## src/rtl/sort_8_scheduler.sv

```systemverilog
// sort_8_fifo: generic show-ahead FIFO with occupancy count, storage cleared on reset.
// Latency: a write at edge N is visible on pop_dat from the cycle after N.
// Backpressure: none internally; the caller must never push when full or pop when empty.
module sort_8_fifo #(
    parameter int WIDTH = 8,
    parameter int DEPTH = 4
) (
    input  logic                     clk,
    input  logic                     rst,
    input  logic                     push_vld,
    input  logic [WIDTH-1:0]         push_dat,
    input  logic                     pop_vld,
    output logic [WIDTH-1:0]         pop_dat,
    output logic [$clog2(DEPTH):0]   count
);
    localparam int AW = $clog2(DEPTH);

    logic [WIDTH-1:0] mem [DEPTH];
    logic [AW-1:0]    wr_ptr;
    logic [AW-1:0]    rd_ptr;

    assign pop_dat = mem[rd_ptr];

    // DEPTH is a power of two, so the pointers wrap naturally
    always_ff @(posedge clk or posedge rst) begin
        if (rst) begin
            wr_ptr <= '0;
            rd_ptr <= '0;
            count  <= '0;
            for (int i = 0; i < DEPTH; i++) begin
                mem[i] <= '0;
            end
        end else begin
            if (push_vld) begin
                mem[wr_ptr] <= push_dat;
                wr_ptr      <= wr_ptr + 1'b1;
            end
            if (pop_vld) begin
                rd_ptr <= rd_ptr + 1'b1;
            end
            case ({push_vld, pop_vld})
                2'b10:   count <= count + 1'b1;
                2'b01:   count <= count - 1'b1;
                default: count <= count;
            endcase
        end
    end
endmodule

// sort_8_scheduler: round-robin issue of A/B vectors to a shared sorter, results returned in issue order with requester id.
// Latency: issue one cycle after acceptance; result visible on m_* one cycle after s_y_valid.
// Backpressure: credit-based; a/b_ready drop when issued-plus-buffered reaches DEPTH, released by m handshakes.
module sort_8_scheduler #(
    parameter int DATA_WIDTH  = 8,
    parameter int LABEL_WIDTH = 1,
    parameter int DEPTH       = 4
) (
    input  logic                       clk,
    input  logic                       rst,
    input  logic                       a_valid,
    output logic                       a_ready,
    input  logic [8*DATA_WIDTH-1:0]    a_x,
    input  logic [8*LABEL_WIDTH-1:0]   a_x_label,
    input  logic                       b_valid,
    output logic                       b_ready,
    input  logic [8*DATA_WIDTH-1:0]    b_x,
    input  logic [8*LABEL_WIDTH-1:0]   b_x_label,
    output logic                       s_x_valid,
    output logic [8*DATA_WIDTH-1:0]    s_x,
    output logic [8*LABEL_WIDTH-1:0]   s_x_label,
    input  logic                       s_y_valid,
    input  logic [8*DATA_WIDTH-1:0]    s_y,
    input  logic [8*LABEL_WIDTH-1:0]   s_y_label,
    output logic                       m_valid,
    input  logic                       m_ready,
    output logic [8*DATA_WIDTH-1:0]    m_y,
    output logic [8*LABEL_WIDTH-1:0]   m_y_label,
    output logic                       m_id,
    output logic [$clog2(DEPTH):0]     inflight,
    output logic                       overflow
);
    localparam int AW     = $clog2(DEPTH);
    localparam int DW8    = 8 * DATA_WIDTH;
    localparam int LW8    = 8 * LABEL_WIDTH;
    localparam int RES_W  = DW8 + LW8 + 1;
    localparam logic [AW:0]   FULL_CNT = (AW+1)'(DEPTH);
    localparam logic [AW+1:0] CREDITS  = (AW+2)'(DEPTH);

    logic [AW:0]      id_count;
    logic [AW:0]      res_count;
    logic [AW+1:0]    used;
    logic             has_credit;
    logic             rr_last_b;
    logic             a_wins;
    logic             b_wins;
    logic             issue;
    logic             issue_id;
    logic             id_head;
    logic             id_empty;
    logic             res_full;
    logic             res_empty;
    logic             sy_take;
    logic             sy_drop;
    logic             m_pop;
    logic [RES_W-1:0] res_push_dat;
    logic [RES_W-1:0] res_head;

    // Credit is implicit: everything issued and not yet delivered occupies one buffer slot
    assign used       = {1'b0, id_count} + {1'b0, res_count};
    assign has_credit = used < CREDITS;

    // rr_last_b=1 means B won last, so A is favoured on a tie
    assign a_wins  = a_valid & (~b_valid | rr_last_b);
    assign b_wins  = b_valid & (~a_valid | ~rr_last_b);
    assign a_ready = ~rst & has_credit & a_wins;
    assign b_ready = ~rst & has_credit & b_wins;

    assign issue    = (a_valid & a_ready) | (b_valid & b_ready);
    assign issue_id = b_valid & b_ready;

    assign id_empty  = (id_count == '0);
    assign res_empty = (res_count == '0);
    assign res_full  = (res_count == FULL_CNT);

    // A return with nothing outstanding or nowhere to land is a sorter protocol error
    assign sy_take = s_y_valid & ~id_empty & ~res_full;
    assign sy_drop = s_y_valid & ~sy_take;

    assign m_valid = ~res_empty;
    assign m_pop   = m_valid & m_ready;

    assign res_push_dat = {s_y, s_y_label, id_head};
    assign {m_y, m_y_label, m_id} = res_head;

    assign inflight = id_count;

    sort_8_fifo #(
        .WIDTH (1),
        .DEPTH (DEPTH)
    ) u_id_fifo (
        .clk      (clk),
        .rst      (rst),
        .push_vld (issue),
        .push_dat (issue_id),
        .pop_vld  (sy_take),
        .pop_dat  (id_head),
        .count    (id_count)
    );

    sort_8_fifo #(
        .WIDTH (RES_W),
        .DEPTH (DEPTH)
    ) u_res_fifo (
        .clk      (clk),
        .rst      (rst),
        .push_vld (sy_take),
        .push_dat (res_push_dat),
        .pop_vld  (m_pop),
        .pop_dat  (res_head),
        .count    (res_count)
    );

    always_ff @(posedge clk or posedge rst) begin
        if (rst) begin
            s_x_valid <= 1'b0;
            s_x       <= '0;
            s_x_label <= '0;
            rr_last_b <= 1'b1;
            overflow  <= 1'b0;
        end else begin
            s_x_valid <= issue;
            if (issue) begin
                s_x       <= issue_id ? b_x : a_x;
                s_x_label <= issue_id ? b_x_label : a_x_label;
                rr_last_b <= issue_id;
            end
            if (sy_drop) begin
                overflow <= 1'b1;
            end
        end
    end
endmodule

```

## config.mk

```make
export PLATFORM = sky130hd
export DESIGN_NAME = sort_8_scheduler
export DESIGN_NICKNAME = d
export VERILOG_FILES = /design/src/rtl/sort_8_scheduler.sv
export SDC_FILE = /design/constraint.sdc
export NUM_CORES = 1
export LEC_CHECK = 0
export ABC_AREA = 1
export BUFFER_PORTS_ARGS = -buffer_cell sky130_fd_sc_hd__buf_2
export CORE_MARGIN = 2
export CORE_UTILIZATION = 35
export DETAILED_ROUTE_END_ITERATION = 7
export HOLD_SLACK_MARGIN = 0.05
export SYNTH_ARGS = -nofsm -noshare
export SYNTH_HDL_FRONTEND = slang
export SYNTH_SLANG_ARGS = --single-unit
```

## constraint.sdc

```tcl
create_clock -name clk -period 29.9 [get_ports clk]
set_clock_uncertainty 0.2 [all_clocks]
set_input_delay 4.485 -clock clk [delete_from_list [all_inputs] [get_ports clk]]
set_output_delay 4.485 -clock clk [all_outputs]
set_load 0.01 [all_outputs]
```

==> results.cfg, run 1 <==
[yosys]
yosysWarningCount = 0
synthCells = 2422
synth.net_count = 2658
syn-cell-area_um2 = 18800
ys_seq_area_share_pct = 51.2
ys_ff_latch = 385
ys_types = 28
avgSynthCellArea_um2 = 7.77

[sta]
hold_viol = 0
grt_setup_unrepaired = no
drv_slew = 0
worst_pin_slew_ps = 1260
setup-violations-final = 0
timing.hold.ws_ps = 265
slew_headroom_pct = 15.7
max_freq_ghz = 0.0927
fin_crit_sh_pct = 36.1
fin_tns_setup_ps = 0
min_period_ps = 10780

[cells_and_area]
fin_nets = 2923
fill_cells = 5412
regArea_um2 = 9640
drive_above_1_share_pct = 17.9
multi_input_area_um2 = 7590
final_util_pct = 41.5
synthToLayoutAreaGrowth_pct = 17.9

[pwr]
p_switching_mw = 1.14
p_seq_share_pct = 34.8
combPwrFrac_pct = 44.6
ir_drop_v = 0.0000766
powerDensity_nw_per_um2 = 117
p_int_mw = 1.45
p_clk_share_pct = 20.6
power.leakage_nw = 12.2
swShare_pct = 44.1

[critical_path]
critPathLaunchType = primary input
r2r_slack_ps = 26350
cp-end-kind = output pin
worstPathArrival_ps = 6100
r2r_end = u_res_fifo.mem[241]$_DFFE_PP0P_
critical_path.max_fanout = 74
critPathKind = in2out
ff2ff_path_depth = 9
crit-reg2reg-launch = u_id_fifo.count[2]$_DFFE_PP0P_
worstPathRequired_ps = 25220

[die]
die_area_um2 = 55700
rows = 85
pin_count = 375
die_w_um = 236
start_util_pct = 35.2
die_h_um = 236
core_area_um2 = 53500

[placed_design]
port-buffer-count = 374
post-dp-hpwl_mm = 33.6
place_congestion = 0.811

[global_routing]
grt_max_degree = 117
overflow = 0
grt_pass1_vias = 17123
antenna_found_initial = 5
grt_usage_pct = 21.0
grt_pass1_wl_mm = 94.7

[hold_path]
hold_start = u_res_fifo.mem[131]$_DFFE_PP0P_
min_to = u_res_fifo.mem[131]$_DFFE_PP0P_
whs_path_depth = 2
min_path_type = reg2reg

[clocking]
clock_path_buffers = 3
cts.sinks = 385
cts_root_buffer = clkbuf_16
clk_pin_slew_worst_paths_ps = 60
worstSkewPairLatency_ps = 570
cts_setup_buffers = 0
cts_buffers = 45
ctsHoldBuffers = 0
cts_tree = done
cts_max_level = 2
ctsResizeCount = 0

[detailed_routing]
dr.pass1.iters = 5
route.detailed.drc = 0
post_drt_via_cell_ratio = 5.06
drtAntennaViolNets = 0
vias = 17283
wl_per_cell_um = 17.2
drt_iter0_drc = 1399
wl_mm = 58.7

[job]
cap_violations = 0

[outcome]
status = finished clean
-- how the worst max path moves through the flow --
stage | cells after the start | from | end | slack (ps)
3_3_place_gp | 8 | rst | a_ready | 19060
4_1_cts | 8 | rst | a_ready | 19120
3_5_place_dp | 8 | rst | a_ready | 19120
2_1_floorplan | 1 | rst | overflow$_DFFE_PP0P_ | 14520
5_1_grt | 8 | rst | a_ready | 18910
6_report | 8 | rst | a_ready | 19120
-- state kept, by name (all words and copies together) (netlist names), 2 cells and up --
signal             cells
s_x                   64
s_x_label              8
u_id_fifo.count        3
u_id_fifo.mem          4
u_id_fifo.rd_ptr       2
u_id_fifo.wr_ptr       2
u_res_fifo.count       3
u_res_fifo.mem       292
u_res_fifo.rd_ptr      2
u_res_fifo.wr_ptr      2
-- cells in the final DEF, fill, tap and decap left out, types with 8 or more instances in the layout --
cell         n
clkbuf_16   46
buf_4       24
dfrtp_1    382
clkbuf_1    13
inv_1      159
buf_2      374
o21ai_0    158
nor2_1     154
clkinv_2    10
nand2_1    827
clkbuf_8     8
nand3_1    440
ha_1         8
o22ai_1     73
-- area by class of cell --
cell class	instances	area share, %
clock inverters	12	0.445
flip-flops and latches	385	43.4
repair buffers	398	9.24
clock buffers	67	5.90
inverters	166	2.86
multi-input cells	1691	34.2
well taps	696	3.92
diodes	3	0.0338
-- worst max-delay path: stages --
cell,delay [ps]
buf_2,140
nor2_1,140
nand2_1,110
nor2_4,100
buf_4,630
nand2_1,110
inv_1,200
buf_2,170
-- power groups by stage --
stage	combinational (mW)	sequential (mW)	clock, mW
after floorplan	0.773	0.888	0
after global placement	1.15	0.895	0
after detailed placement	1.17	0.902	0
after CTS	1.17	0.898	0.545
after global routing	1.30	0.929	0.567
final	1.15	0.900	0.532
-- per-layer routing --
| metal | share of wire (%) | global-route usage (%) | vias up |
|---|---|---|---|
| li1 | - | - | 8285 |
| met1 | 43 | 27.6 | 8299 |
| met2 | 48 | 35.1 | 602 |
| met3 | 7.4 | 4.39 | 93 |
| met4 | 2.2 | 5.98 | 4 |
| met5 | 0.043 | 0 | - |
-- synth_stat cells --
cell      count  area share [%]
nand3_1     440              12
a21boi_0      1           0.040
nor3_1        1           0.027
clkbuf_1     87             1.7
nand2_2       4            0.13
xor2_1        7            0.33
o22ai_1      73             2.4
buf_2        31            0.82
o21ai_0     158             4.2
and2_1        1           0.033
inv_2         4           0.080
nand2_1     828              17
xnor2_1       2           0.093
fa_1          2            0.21
a21o_1        1           0.040
dfrtp_1     384              51
buf_1         2           0.040
nor2_4        1           0.060
ha_1         12            0.80
o21ai_1       1           0.027
dfstp_2       1            0.14
a21oi_4       1           0.086
buf_4        28             1.1
buf_6        32             1.9
a21oi_2       1           0.047
a21oi_1       2           0.053
inv_1       162             3.2
nor2_1      155             3.1
-- per-stage QoR --
step / setup WS (ps) / area (um^2) / power [mW] / instances
finish: 19120 / 22200 / 2.59 / 3418
global route: 18910 / 22200 / 2.80 / 3417
CTS: 19120 / 22200 / 2.61 / 3415
detailed placement: 19120 / 20800 / 2.07 / 3336
global placement: 19060 / 20800 / 2.04 / 3336
floorplan: 14520 / 18800 / 1.66 / 2422
-- cells by family (layout without fill, tap and decap cells) --
kind of cell / Yosys count / count (layout) / synth area share [%]
AND/OR/NAND/NOR: 1430 / 1430 / 31.5
flip-flops: 385 / 385 / 51.2
buffers and inverters: 346 / 643 / 8.94
adder cells (fa/ha/maj): 14 / 14 / 1.01
AO/OA/AOI/OAI: 238 / 238 / 6.92
XOR/XNOR: 9 / 9 / 0.419
other: 0 / 3 / 0
(Power assumes the default switching activity.)
==> inputs of run 2 (changes only) <==
Clock period 29.9 ns to 9 ns, I/O delays scaled along.
==> run 2 against run 1 <==
  * Sequential cell count unchanged
  * First-iteration DRC count decreased by 1.8%
  * Clock power rose to 3.5 times the previous value
  * Hold slack better by 0.52 ps
  * Count of clock-buffer cells in the layout down 5
  * Total power grew to 3.4 times the previous value
  * Critical path type is now reg2out
  * Sequential power grew to 3.3 times the previous value
  * Utilization rose by 0.23 points
  * Highest routed layer unchanged
  * Via count rose by 0.72%
==> results.cfg, run 2 (synthesis results as in run 1) <==
[sta]
grt_setup_unrepaired = no
slew_headroom_pct = 23.4
fin_crit_sh_pct = 56.9
min_period_ps = 5120
timing.hold.ws_ps = 265
fin_tns_setup_ps = 0
max_freq_ghz = 0.195
worst_pin_slew_ps = 1150
drv_slew = 0
setup-violations-final = 0
hold_viol = 0

[critical_path]
r2r_slack_ps = 5080
worstPathRequired_ps = 7450
ff2ff_path_depth = 9
worstPathArrival_ps = 3570
r2r_end = u_res_fifo.mem[224]$_DFFE_PP0P_
cp-end-kind = output pin
critical_path.max_fanout = 74
critPathLaunchType = register
crit-reg2reg-launch = u_id_fifo.count[1]$_DFFE_PP0P_
critPathKind = reg2out

[clocking]
clock_path_buffers = 3
clk_pin_slew_worst_paths_ps = 60
cts_max_level = 2
cts_root_buffer = clkbuf_16
worstSkewPairLatency_ps = 570
cts_buffers = 46
cts_setup_buffers = 0
ctsResizeCount = 0
ctsHoldBuffers = 0
cts_tree = done
cts.sinks = 385

[global_routing]
overflow = 0
grt_usage_pct = 21.3
grt_pass1_wl_mm = 95.0
grt_max_degree = 171
grt_pass1_vias = 17115
antenna_found_initial = 11

[cells_and_area]
largest_register_ffs = 292
fill_cells = 5517
multi_input_area_um2 = 7590
regArea_um2 = 9640
drive_above_1_share_pct = 18.3
largestRegisters = u_res_fifo.mem x292, s_x x64, s_x_label x8
synthToLayoutAreaGrowth_pct = 18.6
regMostFlops = u_res_fifo.mem
fin_nets = 2924
mostFrequentLayoutCells = 827 x nand2_1, 440 x nand3_1, 382 x dfrtp_1
layout_commonest_cell = nand2_1

[die]
pin_count = 375
start_util_pct = 35.2
die_h_um = 236
die_w_um = 236
rows = 85
core_area_um2 = 53500
die_area_um2 = 55700

[pwr]
ir_drop_v = 0.000220
powerDensity_nw_per_um2 = 391
power.leakage_nw = 12.3

[detailed_routing]
wl_mm = 60.5
drt_iter0_drc = 1374
dr.pass1.iters = 5
post_drt_via_cell_ratio = 5.08
wl_per_cell_um = 17.7
vias = 17407
drtAntennaViolNets = 0
route.detailed.drc = 0

[placed_design]
port-buffer-count = 374
place_congestion = 0.819
post-dp-hpwl_mm = 35.2

[outcome]
status = finished clean

[job]
cap_violations = 0

[hold_path]
hold_start = u_res_fifo.mem[193]$_DFFE_PP0P_
min_to = u_res_fifo.mem[193]$_DFFE_PP0P_
whs_path_depth = 2
min_path_type = reg2reg
-- run 2: metrics by stage --
stage | cells | cell area [um^2] | utilization [%] | power [mW] | worst slack, ps
floorplan | 2422 | 18800 | - | 5.52 | 2270
global placement | 3336 | 20800 | 38.9 | 6.80 | 4090
detailed placement | 3336 | 20800 | 38.9 | 6.91 | 4140
CTS | 3418 | 22300 | 41.7 | 8.82 | 3830
global route | 3423 | 22300 | 41.7 | 9.39 | 3730
finish | 3425 | 22300 | 41.7 | 8.74 | 3880
-- run 2: how the worst max path moves through the flow --
stage                                 to                             start  depth (start not counted)  slack, ps
finish                      m_y_label[2]  u_res_fifo.rd_ptr[0]$_DFFE_PP0P_                          5       3880
global route                     m_y[27]  u_res_fifo.rd_ptr[0]$_DFFE_PP0P_                          5       3730
CTS                         m_y_label[2]  u_res_fifo.rd_ptr[0]$_DFFE_PP0P_                          5       3830
detailed placement               b_ready                               rst                          9       4140
global placement                 b_ready                               rst                          9       4090
floorplan           overflow$_DFFE_PP0P_                               rst                          1       2270
-- run 2: final cells by class --
type                    instances  area share [%]
diodes                          7          0.0785
repair buffers                398            9.25
clock inverters                20           0.897
clock buffers                  62            5.87
well taps                     696            3.90
flip-flops and latches        385            43.2
multi-input cells            1691            34.0
inverters                     166            2.82
-- run 2: power by group --
| group | internal (mW) | switching (mW) |
|---|---|---|
| combinational | 1.24 | 2.62 |
| sequential | 2.53 | 0.470 |
| clock | 1.11 | 0.765 |
-- run 2: worst max-delay path, cell delays in order (launching register included) --
cell     delay (ps)
dfrtp_4         780
inv_4           690
buf_4           760
o21ai_0         160
o22ai_1         300
buf_2           200
-- run 2: metal layers --
metal	vias up	GRT usage, %	share of wire [%]
li1	8300	-	-
met3	113	4.38	8.2
met1	8265	27.1	41
met4	10	7.82	2.8
met2	719	35.9	48
met5	-	0	0.10
